===== src/rtl/display_scan_ctrl.sv =====
// Time-multiplexed 7-segment scan controller with a double-buffered BCD word.
// Optional anode dead time at the start of each digit slot: DISPLAY_SCAN_BLANK_EN.
module display_scan_ctrl #(
    parameter int DIGITS       = 6,
    parameter int TICK_DIV     = 1000,
    parameter int BLANK_CYCLES = 4
) (
    input  logic                  clk,
    input  logic                  rst_n,
    input  logic                  enable,
    input  logic [4*DIGITS-1:0]   digits_in,
    input  logic                  load,
    output logic                  load_ack,
    output logic [DIGITS-1:0]     digit_sel,
    output logic [6:0]            seg_out
);

    // state   | meaning
    // ST_DARK | display off, counters held at 0; next enabled edge shows digit 0
    // ST_SCAN | prescaler/idx running, one digit selected per slot

    localparam int PW = (TICK_DIV > 1) ? $clog2(TICK_DIV) : 1;
    localparam int IW = (DIGITS > 1) ? $clog2(DIGITS) : 1;
    localparam logic [PW-1:0] PRE_LAST = PW'(TICK_DIV - 1);
    localparam logic [IW-1:0] IDX_LAST = IW'(DIGITS - 1);
`ifdef DISPLAY_SCAN_BLANK_EN
    localparam logic [PW-1:0] BLANK_LIM = PW'(BLANK_CYCLES);
`endif

    if (DIGITS < 2 || DIGITS > 8 || TICK_DIV < 2 || TICK_DIV > 65535
        || BLANK_CYCLES >= TICK_DIV) begin : g_bad_params
        $error("display_scan_ctrl: illegal parameter combination");
    end

    typedef enum logic {ST_DARK, ST_SCAN} state_t;

    state_t                state, state_nxt;
    logic [PW-1:0]         prescaler, prescaler_nxt;
    logic [IW-1:0]         idx, idx_nxt;
    logic [4*DIGITS-1:0]   shadow, shadow_nxt;
    logic [4*DIGITS-1:0]   active, active_nxt;
    logic                  pending, pending_nxt;
    logic                  commit;
    logic [DIGITS-1:0]     sel_nxt;
    logic [6:0]            seg_nxt;
    logic [3:0]            cur_bcd;

    function automatic logic [6:0] bcd_to_seg(input logic [3:0] bcd);
        logic [6:0] seg;
        case (bcd)
            4'd0:    seg = 7'b1111110;
            4'd1:    seg = 7'b0110000;
            4'd2:    seg = 7'b1101101;
            4'd3:    seg = 7'b1111001;
            4'd4:    seg = 7'b0110011;
            4'd5:    seg = 7'b1011011;
            4'd6:    seg = 7'b1011111;
            4'd7:    seg = 7'b1110000;
            4'd8:    seg = 7'b1111111;
            4'd9:    seg = 7'b1111011;
            default: seg = 7'b0000000;
        endcase
        return seg;
    endfunction

    always_comb begin
        state_nxt     = state;
        prescaler_nxt = '0;
        idx_nxt       = '0;
        commit        = 1'b0;
        shadow_nxt    = load ? digits_in : shadow;
        pending_nxt   = pending | load;
        active_nxt    = active;
        sel_nxt       = '1;
        seg_nxt       = '0;
        cur_bcd       = '0;

        case (state)
            ST_DARK: begin
                if (enable) state_nxt = ST_SCAN;
            end
            ST_SCAN: begin
                if (!enable) begin
                    state_nxt = ST_DARK;
                end else if (prescaler == PRE_LAST) begin
                    if (idx == IDX_LAST) begin
                        commit = pending;
                    end else begin
                        idx_nxt = idx + IW'(1);
                    end
                end else begin
                    prescaler_nxt = prescaler + PW'(1);
                    idx_nxt       = idx;
                end
            end
            default: state_nxt = ST_DARK;
        endcase

        // Commit takes the old shadow; a coincident load stays pending for the next frame.
        if (commit) begin
            active_nxt  = shadow;
            pending_nxt = load;
        end

        if (enable) begin
            cur_bcd = active_nxt[{idx_nxt, 2'b00} +: 4];
            seg_nxt = bcd_to_seg(cur_bcd);
            sel_nxt = ~(DIGITS'(1) << idx_nxt);
`ifdef DISPLAY_SCAN_BLANK_EN
            if (prescaler_nxt < BLANK_LIM) sel_nxt = '1;
`endif
        end
    end

    always_ff @(posedge clk) begin
        if (!rst_n) begin
            state     <= ST_DARK;
            prescaler <= '0;
            idx       <= '0;
            shadow    <= '0;
            active    <= '0;
            pending   <= 1'b0;
            load_ack  <= 1'b0;
            digit_sel <= '1;
            seg_out   <= '0;
        end else begin
            state     <= state_nxt;
            prescaler <= prescaler_nxt;
            idx       <= idx_nxt;
            shadow    <= shadow_nxt;
            active    <= active_nxt;
            pending   <= pending_nxt;
            load_ack  <= commit;
            digit_sel <= sel_nxt;
            seg_out   <= seg_nxt;
        end
    end

endmodule


===== config.mk =====
export PLATFORM = sky130hd
export DESIGN_NAME = display_scan_ctrl
export DESIGN_NICKNAME = d
export VERILOG_FILES = /design/src/rtl/display_scan_ctrl.sv
export SDC_FILE = /design/constraint.sdc
export NUM_CORES = 1
export LEC_CHECK = 0
export ABC_AREA = 1
export CAP_MARGIN = 40
export CORE_MARGIN = 10
export CORE_UTILIZATION = 50
export CTS_BUF_LIST = sky130_fd_sc_hd__clkbuf_4
export CTS_CLUSTER_SIZE = 24
export DETAILED_ROUTE_END_ITERATION = 8
export HOLD_SLACK_MARGIN = 0.12
export PLACE_DENSITY = 0.81
export SLEW_MARGIN = 20
export SYNTH_ARGS = -nofsm -noshare
export SYNTH_HDL_FRONTEND = slang
export SYNTH_SLANG_ARGS = --single-unit

===== constraint.sdc =====
create_clock -name clk -period 3.9 [get_ports clk]
set_clock_uncertainty 0.15 [all_clocks]
set_input_delay 0.78 -clock clk [delete_from_list [all_inputs] [get_ports clk]]
set_output_delay 0.78 -clock clk [all_outputs]
set_load 0.1 [all_outputs]

**After elaboration in Yosys (flattened, before gate mapping)**

Memory sizes are Yosys's and may differ from the RTL's. A register that Yosys moved wholly into a read port is not among the register bits.
Index checks and enable logic that the tools add are counted.

- Register bits after elaboration: 70
- Memory bits (read-only): 112
- Input bits: 28
- Output and inout port bits: 14
- Word-level logic and storage cells: 34
- Memories: 1

Memories:

| memory | depth | bits a word | read ports | clocked after memory_dff | write ports | line | text |
|---|---|---|---|---|---|---|---|
| (no name shown) | 16 | 7 | 1 | 1 | 0 | 50 | `case (bcd)` |

- Add/sub/neg operators: 2
- Eq/ne operators: 2
- Shift-type cells: 2
- Muxes and demuxes: 11
- Bitwise gates (word level): 5
- Reductions and logical operators: 3

Operators by type and width:

| operator | count |
|---|---|
| 24-bit two-way mux | 1 |
| 24-bit by 6-bit variable part select with 4-bit output | 1 |
| 3-bit two-way mux | 4 |
| 10-bit by 1-bit adder with 10-bit output, second input constant | 1 |
| 10-bit == test, second input constant | 1 |
| 1-bit two-way mux | 6 |
| 6-bit inverter | 1 |
| 1-bit by 3-bit << shifter with 6-bit output, first input constant | 1 |
| 4-bit OR reduction | 1 |
| 3-bit by 1-bit adder with 3-bit output, second input constant | 1 |
| 3-bit == test, second input constant | 1 |
| 1-bit inverter | 3 |
| 2-bit AND reduction | 1 |
| 1-bit zero test | 1 |
| 1-bit bitwise OR | 1 |

**Logic depth before layout (Yosys ltp)**

- Word-level depth: 7
- Mapped depth: 21
- Depth with buffers taken out: 21

**Worst setup path after synthesis**

Ideal clock, no wire load.

- Kind: input -> register
- Start: input enable
- End: register seg_out[3]
- Setup time: 0.070 ns
- Arrival time: 2.577 ns
- Data required time: 3.680 ns
- Path slack: 1.102 ns
- Cell stages on the path: 18
- Path buffers: 2
- Path through: nand2_1 -> inv_1 -> nand3_2 -> inv_2 -> nand2_4 -> buf_6 -> buf_6 -> nor2_1 -> o21ai_1 -> nand2_1 -> nand2_1 -> nand4_1 -> nand2_2 -> ha_1 -> nand3b_1 -> nand2_1 -> nand2_1 -> a21oi_1

- Longest elaborated chain between the ends: 4
- Elaborated cells on any way between the ends: 8
- Those cells by class: shift: 1; mux: 5; reduce/logical: 2

Ends and longest elaborated chain:

| item | line | text |
|---|---|---|
| from (decl) | 10 | `input logic enable,` |
| 1-bit two-way mux | 83 | `if (!enable) begin` |
| 1-bit two-way mux | 78 | `case (state)` |
| 24-bit two-way mux | 100 | `if (commit) begin` |
| 24-bit by 6-bit variable part select with 4-bit output | 106 | `cur_bcd = active_nxt[{idx_nxt, 2'b00} +: 4];` |
| to (decl) | 15 | `output logic [6:0] seg_out` |

Several ways; a longest one is shown, not always the timed one.
A chain may end at the register's enable or synchronous reset.

**Final worst setup path**

Same ends and word-level chain as after synthesis.

==> summary.json <==
{
  "timing.reg2reg.worst_path_depth": 19,
  "cts-htree-levels": 3,
  "ys_ff_latch": 77,
  "critPathArrivalTime_ns": 3.55,
  "yosysWarnings": 0,
  "irDropWorstVdd_uv": 298,
  "holdCritPathClass": "register to register",
  "grt_antenna_before_repair": 0,
  "die_h_um": 102,
  "worst_hold_slack_ns": 0.311,
  "floorplan.rows": 29,
  "path_class": "primary input to register",
  "postSynth.asyncResetShare_pct": 0,
  "final-setup-viol-count": 0,
  "dieArea_sq_um": 10400,
  "start_util_pct": 52.1,
  "wirelength_um": 7220,
  "postCtsSetupBuffers": 0,
  "setup.worst_path.start_class": "primary input",
  "required_ns": 4.10,
  "synth-seq-area-share_pct": 45.8,
  "detailed_place_hpwl_um": 5320,
  "timing.max_slew.rel_slack_pct": 62.8,
  "layout.filler_cells": 548,
  "grt-ovfl-total": 0,
  "netSwitchingFraction_pct": 23.4,
  "syn-instance-count": 453,
  "power.sequential.fraction_pct": 52.7,
  "worst_pin_slew_ns": 0.557,
  "vias_per_cell": 4.97,
  "drive_gt1_share_pct": 15.5,
  "cts_made_buffers": 9,
  "clk_pin_slew_ns": 0.13,
  "syn_avg_cell_area_sq_um": 7.42,
  "cts.hold.buffers_added": 0,
  "power_leakage_nw": 1.88,
  "power-per-cell-area_nw_per_um2": 365,
  "synthesis.area_sq_um": 3360,
  "min_tclk_post_route_ns": 3.34,
  "drt_iter0_markers": 130,
  "number_of_gates_resized_after_cts": 0,
  "rsz_0062_raised_after_global_routing": "no",
  "grt_start_max_net_pins": 30,
  "cts_max_path_buffers": 2,
  "slew_viol_final": 0,
  "dieWidth_um": 102,
  "p_clk_share_pct": 39.4,
  "crit_path_end_kind": "register",
  "synth_cell_type_count": 33,
  "final_cell_mix": "nand2_1 (113), nor2_1 (77), dfxtp_1 (77)",
  "outcome": "finished, final reports clean",
  "net_total_in_the_final_layout": 546,
  "design.core.area_sq_um": 6460,
  "drc": 0,
  "antenna_violating_nets_post_route": 0,
  "cts_tree": "done",
  "timing.critical_path.fanout_max": 14,
  "hold_depth": 1,
  "highest_clock_rate_mhz": 299,
  "grt_pass1_wl_um": 12400,
  "ios": 42,
  "cap_violations": 0,
  "syn_nets": 488,
  "p_int_mw": 1.19,
  "synthFlopType": "dfxtp_1",
  "finalCritPeriodShare_pct": 85.7,
  "avgRoutedWirePerCell_um": 12.2,
  "port_buffers": 41,
  "antenna_cells_inserted": 0,
  "first_global_vias": 2943,
  "clock_latency_late_sink_ns": 0.42,
  "synth_edf_count": 0,
  "cts_root_buffer": "clkbuf_4",
  "syn_to_final_growth_pct": 26.8,
  "final_hold_viol_count": 0,
  "global_route.usage.total_pct": 14.6,
  "p_switching_uw": 364,
  "via_count": 2948,
  "gpl.final_weighted_congestion": 0.876,
  "share_comb_of_total_power_pct": 8.0,
  "drt_pre_antenna_iters": 4,
  "clock-sinks": 77,
  "most_common_cell_after_layout_fill_and_taps_aside": "nand2_1",
  "fin_tns_setup_ns": 0
}
[synth_stat cells (2+ instances only)]
library cell | number | area (sq um)
nor3b_1 | 3 | 22.5
or2_2 | 3 | 18.8
nand2_1 | 113 | 424
nand3_1 | 10 | 50.1
buf_4 | 3 | 22.5
o21ai_0 | 26 | 130
a21oi_1 | 21 | 105
dfxtp_1 | 77 | 1540
nand4_1 | 4 | 25.0
ha_1 | 7 | 87.6
buf_6 | 3 | 33.8
inv_1 | 28 | 105
o21bai_1 | 4 | 30.0
nor3_1 | 8 | 40.0
inv_2 | 7 | 26.3
clkbuf_1 | 10 | 37.5
nand2_2 | 9 | 56.3
nand3_2 | 4 | 40.0
nor2_1 | 77 | 289
nor2_2 | 8 | 50.1
o21ai_1 | 10 | 50.1
nand3_4 | 2 | 35.0
xor2_1 | 2 | 17.5
nand2_4 | 3 | 33.8
nand3b_1 | 3 | 22.5
[layout make-up]
| type | count | area (sq um) | share of cell area (%) |
|---|---|---|---|
| tap | 77 | 96.3 | 2.26 |
| clock inverter | 7 | 124 | 2.90 |
| inverter | 37 | 140 | 3.29 |
| sequential | 77 | 1540 | 36.2 |
| timing repair buffer | 64 | 712 | 16.7 |
| multi-input combinational | 322 | 1580 | 37.1 |
| clock buffer | 9 | 67.6 | 1.58 |
[cell families after synthesis]
kind of cell	Yosys count	synth area share, %
DFF	77	45.8
adders and majority gates	7	2.60
buffers and inverters	54	7.11
xor gates and xnor gates	2	0.521
and+or+nand+nor	249	33.9
AOI/OAI and AO/OA	64	10.1
[critical path, stage by stage]
cell	delay (ns)
clkdlybuf4s50_1	0.48
nand2_1	0.10
inv_1	0.13
nand3_2	0.17
nor2_2	0.50
nand2_1	0.16
nand2_1	0.11
nand2_1	0.05
nand2_1	0.07
nand2_1	0.04
nand2_1	0.07
nand2_1	0.04
nand2_1	0.09
inv_2	0.08
ha_1	0.26
nand3b_1	0.18
nand2_1	0.08
nand2_1	0.05
a21oi_1	0.10
[layer usage]
layer | wire length [um] | GRT usage [%]
met5 | 0 | 0
met4 | 64 | 4.99
met3 | 361 | 4.45
met2 | 3620 | 26.1
met1 | 3180 | 16.1
[worst paths after layout]
path                startpoint            to  slack [ns]
hold / removal    prescaler[0]  prescaler[0]        0.31
setup reg to reg  prescaler[0]    seg_out[3]        0.81
hold reg to reg   prescaler[0]  prescaler[0]        0.31
setup / recovery        enable    seg_out[3]        0.56
[stage by stage]
step | cells | util [%] | worst slack [ns] | cell area [sq um] | power [mW]
floorplan | 453 | - | 1.10 | 3360 | 0.898
CTS | 592 | 65.8 | 0.593 | 4250 | 1.57
global placement | 561 | 59.2 | 0.290 | 3820 | 0.943
detailed placement | 576 | 62.9 | 0.137 | 4060 | 0.960
finish | 593 | 66.0 | 0.557 | 4260 | 1.56
global route | 593 | 66.0 | 0.220 | 4260 | 1.61
[power by group through the flow]
stage               combinational [mW]  clock (mW)  sequential, mW
global placement                 0.107           0           0.837
CTS                              0.124       0.627           0.820
global route                     0.135       0.653           0.822
finish                           0.124       0.612           0.819
detailed placement               0.123           0           0.837
floorplan                       0.0364           0           0.862
[flip-flops by register name, summed over array words and instances (netlist names)]
name / cells
active: 24
digit_sel: 6
idx: 3
load_ack: 1
pending: 1
prescaler: 10
seg_out: 7
shadow: 24
state: 1
Power figures use the tool's default switching activity.
